$ cat src/rtl/cp0_pkg.sv
`default_nettype none
// ============================================================================
//  Module      : cp0_pkg
//  Description : Shared constants for the CP0 block: register numbers,
//                exception codes, SR/Cause field positions, PRId value and
//                field packing helpers.
//  Revision    : 1.0 - initial release
// ============================================================================
package cp0_pkg;

    // CP0 register numbers
    localparam logic [4:0] C_REG_SR    = 5'd12;
    localparam logic [4:0] C_REG_CAUSE = 5'd13;
    localparam logic [4:0] C_REG_EPC   = 5'd14;
    localparam logic [4:0] C_REG_PRID  = 5'd15;

    // Exception codes
    localparam logic [4:0] C_EXC_INT  = 5'd0;
    localparam logic [4:0] C_EXC_ADEL = 5'd4;
    localparam logic [4:0] C_EXC_ADES = 5'd5;
    localparam logic [4:0] C_EXC_RI   = 5'd10;
    localparam logic [4:0] C_EXC_OV   = 5'd12;

    // SR field positions
    localparam int C_SR_IE_BIT  = 0;
    localparam int C_SR_EXL_BIT = 1;
    localparam int C_SR_IM_LO   = 10;
    localparam int C_SR_IM_HI   = 15;

    // Cause field positions
    localparam int C_CAUSE_EXC_LO = 2;
    localparam int C_CAUSE_EXC_HI = 6;
    localparam int C_CAUSE_IP_LO  = 10;
    localparam int C_CAUSE_IP_HI  = 15;
    localparam int C_CAUSE_BD_BIT = 31;

    // Processor identification
    localparam logic [31:0] C_PRID_VALUE = 32'h4255_4141;

    // Assemble the architectural SR view; unused bits read as zero
    function automatic logic [31:0] sr_pack(input logic [5:0] im,
                                            input logic       exl,
                                            input logic       ie);
        logic [31:0] v;
        v = '0;
        v[C_SR_IM_HI:C_SR_IM_LO] = im;
        v[C_SR_EXL_BIT]          = exl;
        v[C_SR_IE_BIT]           = ie;
        return v;
    endfunction

    // Assemble the architectural Cause view; unused bits read as zero
    function automatic logic [31:0] cause_pack(input logic       bd,
                                               input logic [5:0] ip,
                                               input logic [4:0] exc);
        logic [31:0] v;
        v = '0;
        v[C_CAUSE_BD_BIT]                = bd;
        v[C_CAUSE_IP_HI:C_CAUSE_IP_LO]   = ip;
        v[C_CAUSE_EXC_HI:C_CAUSE_EXC_LO] = exc;
        return v;
    endfunction

endpackage
`default_nettype wire

$ cat src/rtl/cp0_exc_arb.sv
`default_nettype none
// ============================================================================
//  Module      : cp0_exc_arb
//  Description : Combinational exception/interrupt arbiter. Decides whether
//                the commit-stage instruction must be redirected to the
//                handler and which ExcCode gets recorded. Interrupts win.
//  Revision    : 1.0 - initial release
// ============================================================================
module cp0_exc_arb
    import cp0_pkg::*;
(
    input  logic [5:0] hw_int,
    input  logic [5:0] sr_im,
    input  logic       sr_ie,
    input  logic       sr_exl,
    input  logic [4:0] exc_code_in,
    output logic       int_req,
    output logic       exc_req,
    output logic       req,
    output logic [4:0] exc_code
);

    // EXL masks everything: nested exceptions are not supported
    always_comb begin
        int_req  = (|(hw_int & sr_im)) & sr_ie & ~sr_exl;
        exc_req  = (exc_code_in != C_EXC_INT) & ~sr_exl;
        req      = int_req | exc_req;
        exc_code = int_req ? C_EXC_INT : exc_code_in;
    end

endmodule
`default_nettype wire

$ cat src/rtl/cp0.sv
`default_nettype none
// ============================================================================
//  Module      : cp0
//  Description : MIPS-style coprocessor 0 subset: SR, Cause, EPC and PRId,
//                with mtc0/mfc0 access, exception/interrupt entry and eret.
//  Revision    : 1.0 - initial release
// ============================================================================
module cp0
    import cp0_pkg::*;
(
    input  logic        clk,
    input  logic        reset,
    input  logic        en,
    input  logic [4:0]  cp0_addr,
    input  logic [31:0] cp0_in,
    output logic [31:0] cp0_out,
    input  logic [31:0] vpc,
    input  logic        bd_in,
    input  logic [4:0]  exc_code_in,
    input  logic [5:0]  hw_int,
    input  logic        exl_clr,
    output logic [31:0] epc_out,
    output logic        req
);

    // Architectural state, held as individual fields
    logic [5:0]  r_sr_im;
    logic        r_sr_exl;
    logic        r_sr_ie;
    logic        r_cause_bd;
    logic [5:0]  r_cause_ip;
    logic [4:0]  r_cause_exc;
    logic [31:0] r_epc;

    logic        w_int_req;
    logic        w_exc_req;
    logic        w_req;
    logic [4:0]  w_exc_code;
    logic        w_sr_wr;
    logic        w_epc_wr;

    cp0_exc_arb u_arb (
        .hw_int      (hw_int),
        .sr_im       (r_sr_im),
        .sr_ie       (r_sr_ie),
        .sr_exl      (r_sr_exl),
        .exc_code_in (exc_code_in),
        .int_req     (w_int_req),
        .exc_req     (w_exc_req),
        .req         (w_req),
        .exc_code    (w_exc_code)
    );

    // The handler redirect is a pure function of current state and inputs
    assign req     = w_req;
    assign epc_out = r_epc;

    // mtc0 decode; only SR and EPC are software-writable
    assign w_sr_wr  = en && (cp0_addr == C_REG_SR);
    assign w_epc_wr = en && (cp0_addr == C_REG_EPC);

    // Sanity check that the arbiter's request matches its two sources
    always_comb begin : p_arb_consistency
        assert (w_req == (w_int_req | w_exc_req));
    end

    // Register update: reset, then exception entry, then mtc0/eret
    always_ff @(posedge clk) begin
        if (reset) begin
            r_sr_im     <= '0;
            r_sr_exl    <= 1'b0;
            r_sr_ie     <= 1'b0;
            r_cause_bd  <= 1'b0;
            r_cause_ip  <= '0;
            r_cause_exc <= '0;
            r_epc       <= '0;
        end else begin
            // Pending lines are sampled every cycle regardless of activity
            r_cause_ip <= hw_int;
            if (w_req) begin
                // Entry suppresses any concurrent mtc0 and keeps EXL set
                // even if an eret commits in the same cycle
                r_sr_exl    <= 1'b1;
                r_cause_bd  <= bd_in;
                r_cause_exc <= w_exc_code;
                r_epc       <= bd_in ? (vpc - 32'd4) : vpc;
            end else begin
                if (w_sr_wr) begin
                    r_sr_im <= cp0_in[C_SR_IM_HI:C_SR_IM_LO];
                    r_sr_ie <= cp0_in[C_SR_IE_BIT];
                end
                // eret overrides an SR write of the EXL bit
                if (exl_clr) begin
                    r_sr_exl <= 1'b0;
                end else if (w_sr_wr) begin
                    r_sr_exl <= cp0_in[C_SR_EXL_BIT];
                end
                if (w_epc_wr) begin
                    r_epc <= cp0_in;
                end
            end
        end
    end

    // mfc0 read mux; unimplemented numbers read zero
    always_comb begin
        cp0_out = 32'h0;
        case (cp0_addr)
            C_REG_SR:    cp0_out = sr_pack(r_sr_im, r_sr_exl, r_sr_ie);
            C_REG_CAUSE: cp0_out = cause_pack(r_cause_bd, r_cause_ip, r_cause_exc);
            C_REG_EPC:   cp0_out = r_epc;
            C_REG_PRID:  cp0_out = C_PRID_VALUE;
            default:     cp0_out = 32'h0;
        endcase
    end

endmodule
`default_nettype wire

$ cat config.mk
export PLATFORM = sky130hd
export DESIGN_NAME = cp0
export DESIGN_NICKNAME = d
export VERILOG_FILES = /design/src/rtl/cp0_pkg.sv /design/src/rtl/cp0_exc_arb.sv /design/src/rtl/cp0.sv
export SDC_FILE = /design/constraint.sdc
export NUM_CORES = 1
export LEC_CHECK = 0
export CORE_MARGIN = 3
export CORE_UTILIZATION = 48
export CTS_BUF_LIST = sky130_fd_sc_hd__clkbuf_2 sky130_fd_sc_hd__clkbuf_4 sky130_fd_sc_hd__clkbuf_8
export DETAILED_ROUTE_END_ITERATION = 16
export PLACE_DENSITY = 0.88
export SETUP_SLACK_MARGIN = 0.05
export SYNTH_ARGS = -nofsm -noshare
export SYNTH_HDL_FRONTEND = slang
export SYNTH_SLANG_ARGS = --single-unit
$ cat constraint.sdc
create_clock -name clk -period 7.3 [get_ports clk]
set_input_delay 1.825 -clock clk [delete_from_list [all_inputs] [get_ports clk]]
set_output_delay 1.825 -clock clk [all_outputs]
set_load 0.01 [all_outputs]
After elaboration in Yosys (flattened, before gate mapping)
Cells that the tools add are included.
{ "classes": {"bitwise": 7, "addsub": 1, "reduce_logical": 7, "n_eq_ne": 4, "muxes": 8} }
{ "op_table": {"columns": ["op", "count"], "rows": [
  ["32-bit case mux with 4 select lines", 1],
  ["32-bit 2-to-1 mux", 3],
  ["32-bit by 3-bit subtractor with 32-bit output (second input constant)", 1],
  ["5-bit by 4-bit equality test with 1-bit output (second input constant)", 4],
  ["6-bit bitwise AND", 1],
  ["6-bit OR reduction", 1],
  ["5-bit 2-to-1 mux", 1],
  ["5-bit nonzero test", 1],
  ["1-bit bitwise AND", 3],
  ["1-bit 2-to-1 mux", 3],
  ["3-bit nonzero test", 1],
  ["1-bit logical AND", 2],
  ["1-bit inverter", 2],
  ["2-bit AND reduction", 1],
  ["2-bit nonzero test", 1],
  ["1-bit OR", 1]
]} }
{ "word_totals": {"in_bits": 85, "register_bits": 52, "word_cells": 34, "output_inout_bits": 65} }

Depth between registers and ports, before layout
Gate-level depths: netlist of run 1.
{ "depth": {"depth_word": 7, "mapped_depth": 7, "ltp_nobuf": 6} }

Cells and area by module
Synthesis of run 1 repeated with hierarchy kept, for this count alone.
{ "unflattened": {"cells_unflattened": 411, "hier_area_um2": 3301.9} }
{ "modules_own_cells": {"columns": ["module", "cells_per_inst", "area_each_um2", "seq_area_each_um2", "instances"], "rows": [
  ["cp0", 397, 3188.1, 1041.0, 1],
  ["cp0_exc_arb", 14, 113.9, 0.0, 1]
]} }

Worst setup path after synthesis of run 1
Ideal clock, no wire load.
{ "synth_path": {"path_kind": "input port to output port", "startpoint": "input port cp0_addr[4]", "endpoint": "output port cp0_out[19]", "arrival_time_ns": 3.107, "required_time_ns": 5.475, "path_buffers": 4, "slack_ns": 2.368, "path_stages": 6, "cell_sequence": "and3b_1 -> clkbuf_1 -> clkbuf_1 -> clkbuf_1 -> clkbuf_1 -> and3_1"} }
{ "synth_between": {"elab_chain_len": 2, "word_cells_on_any_way": 5, "classes_between": "4 x eq/ne; 1 x mux"} }
{ "synth_lines": {"columns": ["element", "line_no", "rtl"], "rows": [
  ["start, declared", "cp0.sv:14", "input logic [4:0] cp0_addr,"],
  ["5-bit by 4-bit equality test with 1-bit output", "cp0.sv:108", "case (cp0_addr)"],
  ["32-bit case mux with 4 select lines *", "cp0.sv:108", null],
  ["end, declared", "cp0.sv:16", "output logic [31:0] cp0_out,"]
]} }
Every way passes the cells marked *; elsewhere a longest branch is shown, timed or not.

Worst setup path in the final report of run 1
{ "layout_path": {"startpoint": "input port hw_int[5]", "endpoint": "output port req"} }
{ "layout_between": {"elab_chain_len": 5} }
{ "layout_lines": {"columns": ["element", "line_no", "rtl"], "rows": [
  ["start, declared", "cp0.sv:20", "input logic [5:0] hw_int,"],
  ["6-bit bitwise AND", "cp0_exc_arb.sv:25", "int_req = (|(hw_int & sr_im)) & sr_ie & ~sr_exl;"],
  ["6-bit OR reduction", "cp0_exc_arb.sv:25", null],
  ["1-bit bitwise AND (2 in a row)", "cp0_exc_arb.sv:25", null],
  ["1-bit OR", "cp0_exc_arb.sv:27", "req = int_req | exc_req;"],
  ["end, declared", "cp0.sv:23", "output logic req"]
]} }
Every way passes these cells.

==> results.json, run 1 <==
{
  "dr.pass1.iters": 5,
  "cts_tree": "built",
  "gr-usage-met3_pct": 4.42,
  "crit_fanout": 34,
  "yosysWarningCount": 0,
  "ios": 150,
  "met1_usage_pct": 40.0,
  "grt_use_met2_pct": 46.9,
  "hp-class": "flop to flop",
  "cts_setup_buffers": 0,
  "vias": 4168,
  "layout.area.seq_um2": 1040,
  "hold_viol_final": 0,
  "ant_nets": 0,
  "skew_ns": 0.0107,
  "outcome": "finished, final reports clean",
  "area_delta_synth_final_pct": 44.2,
  "fmax_mhz": 162,
  "crit_path_end_kind": "output port",
  "reg2reg_depth": 5,
  "portBuffers": 149,
  "die_x_um": 93.0,
  "synth_area_leaders": "dfxtp_1 (29%), and3_1 (7.4%), nor4_1 (6.5%), a21boi_0 (6.4%), clkbuf_1 (4.2%)",
  "crit_path_frequent_cell": "clkdlybuf4s50_1",
  "holdBufCountCts": 0,
  "slew-limit-headroom_pct": 16.9,
  "ir_drop_v": 0.0000737,
  "final.period_utilization_pct": 84.4,
  "fp-row-count": 31,
  "worstPathBufferInverterCount": 2,
  "worst_slew_pin_slew_ns": 1.25,
  "n_fill_cell": 611,
  "dpl_worst_slack_ns": 1.17,
  "period_minus_slack_ns": 6.16,
  "first_global_vias": 3936,
  "drc": 0,
  "synth_area_leader_cell": "dfxtp_1",
  "busiest_layer": "met2",
  "htreeDepth": 2,
  "fin_area_um2": 5240,
  "grt_pass1_wl_mm": 20.3,
  "fin_setup_tns_ns": 0,
  "synth_seq_cells": 52,
  "placed_cell_area_um2": 5120,
  "core_um2": 7290,
  "min_delay_path_depth": 2,
  "cp_top_family": "buffers and inverters",
  "crit_chain": "clkdlybuf4s50_1 -> a22o_1 -> o311a_1 -> or2_1 -> clkdlybuf4s50_1",
  "grt_usage_pct": 29.2,
  "start_util_pct": 49.8,
  "cts_inserted_buffers": 5,
  "synth_edf_count": 0,
  "synth_seq_area_share_pct": 28.7,
  "routed_wl_mm": 12.9,
  "cp.depth": 5,
  "leakagePower_nw": 1.91,
  "syn_nets": 541,
  "critPathArrivalTime_ns": 4.33,
  "dp_hpwl_mm": 9.43,
  "post-synth-top-count-cell": "dfxtp_1",
  "antenna_found_initial": 0,
  "clock_sinks": 52,
  "die_y_um": 93.0,
  "rsz0062_at_grt": "no",
  "syn_area_um2": 3630,
  "cpPeakStageDelay_ns": 0.94,
  "syn_inst": 455,
  "startpoint_type": "input port",
  "root_buffer": "clkbuf_8",
  "cp_slowest_cell": "or2_1",
  "nets": 659,
  "grt_max_degree": 79,
  "layout-drive-gt1-share_pct": 4.70,
  "required_ns": 5.48,
  "post_cts_resized": 0,
  "vias_per_cell": 6.19,
  "maxCapViolCount": 0,
  "place_congestion": 0.953,
  "p_per_area_nw_per_um2": 141,
  "synthArstFlopShare_pct": 0,
  "clkSlewWorstSetupHoldPaths_ns": 0.09,
  "finalPower_mw": 0.738,
  "fin_util_pct": 71.8,
  "clock_latency_ns": 0.31,
  "multi_input_area_um2": 2400,
  "synth.avg_cell_area_um2": 7.98,
  "synthFlopType": "dfxtp_1",
  "synth_top_area_share_pct": 28.7,
  "final-max-slew-violation-count": 0,
  "setup_slack_ns": 1.14,
  "yosysUniqueCellTypes": 50,
  "wl_per_cell_um": 19.1,
  "setup_viol": 0,
  "synthTopCellsByCount": "dfxtp_1 (52), and3_1 (43), clkbuf_1 (41)",
  "die_area_um2": 8640,
  "drtIter0Drc": 355,
  "n_antenna_cell": 0,
  "crit_type": "input port to output port",
  "grt-ovfl-total": 0,
  "clock_path_buffers": 2
}
[report_power, final]
part           switching [mW]  leakage, nW  internal, mW
registers              0.0182        0.431         0.305
logic                   0.101         1.42         0.115
clock network          0.0931       0.0586         0.106
[through the flow]
step                hold slack [ns]  instances
finish                        0.517        673
global route                  0.552        673
global placement              0.493        665
floorplan                     0.457        455
CTS                           0.515        673
detailed placement            0.500        665
[sequential cells by signal, summed over array words and instances (netlist names)]
signal / flops
epc_out: 32
r_cause_bd: 1
r_cause_exc: 5
r_cause_ip: 6
r_sr_exl: 1
r_sr_ie: 1
r_sr_im: 6
[cells in the final DEF (no fill, tap or decap), types with 2 or more instances in the layout]
cell / instances
dfxtp_1: 52
a211oi_1: 20
nor4b_1: 2
or3b_1: 5
o21ba_1: 2
o21ai_0: 7
inv_1: 6
nand3_1: 8
o21ai_1: 2
and3_1: 43
or4b_1: 2
clkdlybuf4s50_1: 148
nor3_1: 8
nor4_1: 38
nand2b_1: 15
nor2_1: 35
or4_1: 10
xnor2_1: 9
buf_4: 6
nand2_1: 7
nand3b_1: 2
a22o_1: 3
xor2_1: 6
or2_2: 2
clkbuf_8: 5
nand4_1: 6
a22oi_1: 5
nor2b_1: 10
or3_1: 8
a21oi_1: 14
o31ai_1: 8
mux2i_1: 13
a21boi_0: 31
a311oi_1: 14
[metal layers]
metal,routed length [um],share of wire [%],vias to the layer above
met4,340,2.6,0
li1,-,-,1971
met1,5320,41,1964
met2,6210,48,204
met3,991,7.7,29
met5,0,0,-
[cell families (layout without fill, tap and decap cells)]
group | count (synthesis) | after routing | synth area share [%]
AND/OR/NAND/NOR | 213 | 213 | 36.4
AO/OA/AOI/OAI | 111 | 111 | 22.2
multiplexers | 13 | 13 | 3.58
XOR/XNOR | 15 | 15 | 3.62
buffers and inverters | 50 | 169 | 5.24
adder cells (fa/ha/maj) | 1 | 1 | 0.345
flip-flops | 52 | 52 | 28.7
[area by class of cell]
cell class | count | area share, %
clock buffers | 6 | 1.46
clock inverters | 2 | 0.669
inverters | 6 | 0.430
multi-input cells | 353 | 45.9
flip-flops and latches | 52 | 19.9
well taps | 99 | 2.37
repair buffers | 155 | 29.3
[path summary, 6_finish.rpt]
path | start | end | slack [ns]
max | hw_int[5] | req | 1.14
min | r_sr_im[5] | r_sr_im[5] | 0.52
max reg2reg | r_sr_im[0] | r_sr_im[2] | 5.04
min reg2reg | r_sr_im[5] | r_sr_im[5] | 0.52
[worst min-delay path: stages (launching register included)]
cell and delay (ns):
dfxtp_1 0.35, nand2b_1 0.07, mux2i_1 0.06
Power figures use the tool's default switching activity.
==> inputs of run 2 (changes only) <==
--- a/config.mk
+++ b/config.mk
@@ -6,10 +6,10 @@
 export NUM_CORES = 1
 export LEC_CHECK = 0
 export CORE_MARGIN = 3
-export CORE_UTILIZATION = 48
+export CORE_UTILIZATION = 45
 export CTS_BUF_LIST = sky130_fd_sc_hd__clkbuf_2 sky130_fd_sc_hd__clkbuf_4 sky130_fd_sc_hd__clkbuf_8
 export DETAILED_ROUTE_END_ITERATION = 16
-export PLACE_DENSITY = 0.88
+export PLACE_DENSITY = 0.84
 export SETUP_SLACK_MARGIN = 0.05
 export SYNTH_ARGS = -nofsm -noshare
 export SYNTH_HDL_FRONTEND = slang
==> constraint.sdc (replaced) <==
create_clock -name clk -period 5.9 [get_ports clk]
set_input_delay 1.475 -clock clk [delete_from_list [all_inputs] [get_ports clk]]
set_output_delay 1.475 -clock clk [all_outputs]
set_load 0.01 [all_outputs]
==> results.json, run 2 (same netlist as run 1, synthesis figures left out) <==
{
  "dr.pass1.iters": 5,
  "outcome": "finished, final reports clean",
  "crit_fanout": 41,
  "fmax_mhz": 192,
  "first_global_vias": 3968,
  "hold_viol_final": 0,
  "die_x_um": 95.8,
  "multi_input_area_um2": 2410,
  "wl_per_cell_um": 19.5,
  "cts_tree": "built",
  "critPathArrivalTime_ns": 3.73,
  "layout-drive-gt1-share_pct": 5.03,
  "dp_hpwl_mm": 9.63,
  "crit_chain": "clkdlybuf4s50_1 -> nor3_1 -> a21oi_4 -> or2_1 -> clkdlybuf4s50_1",
  "cp_slowest_cell": "a21oi_4",
  "vias_per_cell": 6.34,
  "die_y_um": 95.8,
  "layout.area.seq_um2": 1040,
  "final.period_utilization_pct": 88.3,
  "final-max-slew-violation-count": 0,
  "portBuffers": 149,
  "crit_type": "input port to output port",
  "nets": 661,
  "htreeDepth": 2,
  "core_um2": 7770,
  "skew_ns": 0.00724,
  "worst_slew_pin_slew_ns": 1.09,
  "dpl_worst_slack_ns": 0.750,
  "area_delta_synth_final_pct": 44.9,
  "cpPeakStageDelay_ns": 0.85,
  "ios": 150,
  "crit_path_end_kind": "output port",
  "fp-row-count": 32,
  "clock_path_buffers": 2,
  "p_per_area_nw_per_um2": 175,
  "period_minus_slack_ns": 5.21,
  "holdWs_ns": 0.507,
  "setup_viol": 0,
  "start_util_pct": 46.7,
  "layout_commonest_cell": "clkdlybuf4s50_1",
  "grt_usage_pct": 28.1,
  "root_buffer": "clkbuf_8",
  "clkSlewWorstSetupHoldPaths_ns": 0.10,
  "cp_top_family": "buffers and inverters",
  "cts_inserted_buffers": 5,
  "fin_setup_tns_ns": 0,
  "largest_register_ffs": 32,
  "slew-limit-headroom_pct": 27.3,
  "setup_slack_ns": 0.690,
  "crit_path_frequent_cell": "clkdlybuf4s50_1",
  "routed_wl_mm": 13.2,
  "grt_max_degree": 65,
  "grt-ovfl-total": 0,
  "rsz0062_at_grt": "no",
  "holdBufCountCts": 0,
  "ant_nets": 0,
  "drc": 0,
  "maxCapViolCount": 0,
  "hp-class": "flop to flop",
  "startpoint_type": "input port",
  "clock_latency_ns": 0.31,
  "n_antenna_cell": 0,
  "die_area_um2": 9180,
  "n_fill_cell": 669,
  "layout_common_cells": "clkdlybuf4s50_1 (148), dfxtp_1 (52), and3_1 (43)",
  "ir_drop_v": 0.000109,
  "place_congestion": 0.915,
  "antenna_found_initial": 0,
  "required_ns": 4.43,
  "post_cts_resized": 0,
  "clock_sinks": 52,
  "vias": 4299,
  "grt_pass1_wl_mm": 20.3,
  "cts_setup_buffers": 0,
  "drtIter0Drc": 318,
  "worstPathBufferInverterCount": 2,
  "leakagePower_nw": 1.92
}
-- run 2: cell count changes in the layout (fill, tap and decap cells not counted), sizes merged --
cell,delta
buf,+2
clkbuf,-1
clkinvlp,+1
-- run 2: report_power, final --
part           switching (mW)  internal [mW]
registers              0.0228          0.378
logic                   0.127          0.144
clock network           0.124          0.126
-- run 2: worst paths after layout --
path	start	end	slack, ns	cells past startpoint
setup reg to reg	r_sr_im[0]	r_sr_im[5]	3.59	5
hold reg to reg	r_sr_im[2]	r_sr_im[2]	0.51	2
hold / removal	r_sr_im[2]	r_sr_im[2]	0.51	2
setup / recovery	exc_code_in[2]	req	0.69	5
-- run 2: final cells by class --
type	count	area share [%]
sequential	52	19.8
clock buffer	5	1.31
inverter	6	0.428
timing repair buffer	157	29.4
clock inverter	3	0.809
multi-input combinational	353	45.9
tap	102	2.43
-- run 2: stage by stage --
stage                     cell area [um^2]  instances  utilization (%)  power (mW)
after detailed placement              5150        670             66.3       0.675
after global routing                  5260        678             67.7       0.958
after CTS                             5260        678             67.7       0.920
after floorplan                       3630        455                -       0.520
after global placement                5150        670             66.3       0.669
final                                 5260        678             67.7       0.921
-- run 2: routing by layer --
| metal | share of wire, % | vias to the layer above | GRT usage, % |
|---|---|---|---|
| met1 | 42 | 2051 | 37.5 |
| met5 | 0 | - | 0 |
| met4 | 3.3 | 0 | 10.2 |
| met3 | 8.9 | 36 | 6.33 |
| met2 | 46 | 241 | 44.2 |
| li1 | - | 1971 | - |
-- run 2: worst register-to-register path: cells and delay by family (launching register included) --
kind | cells | cell delay (ns)
mux | 1 | 0.27
buf+inv | 1 | 0.29
compound gates | 2 | 0.64
flops | 1 | 0.35
simple gates | 1 | 0.69
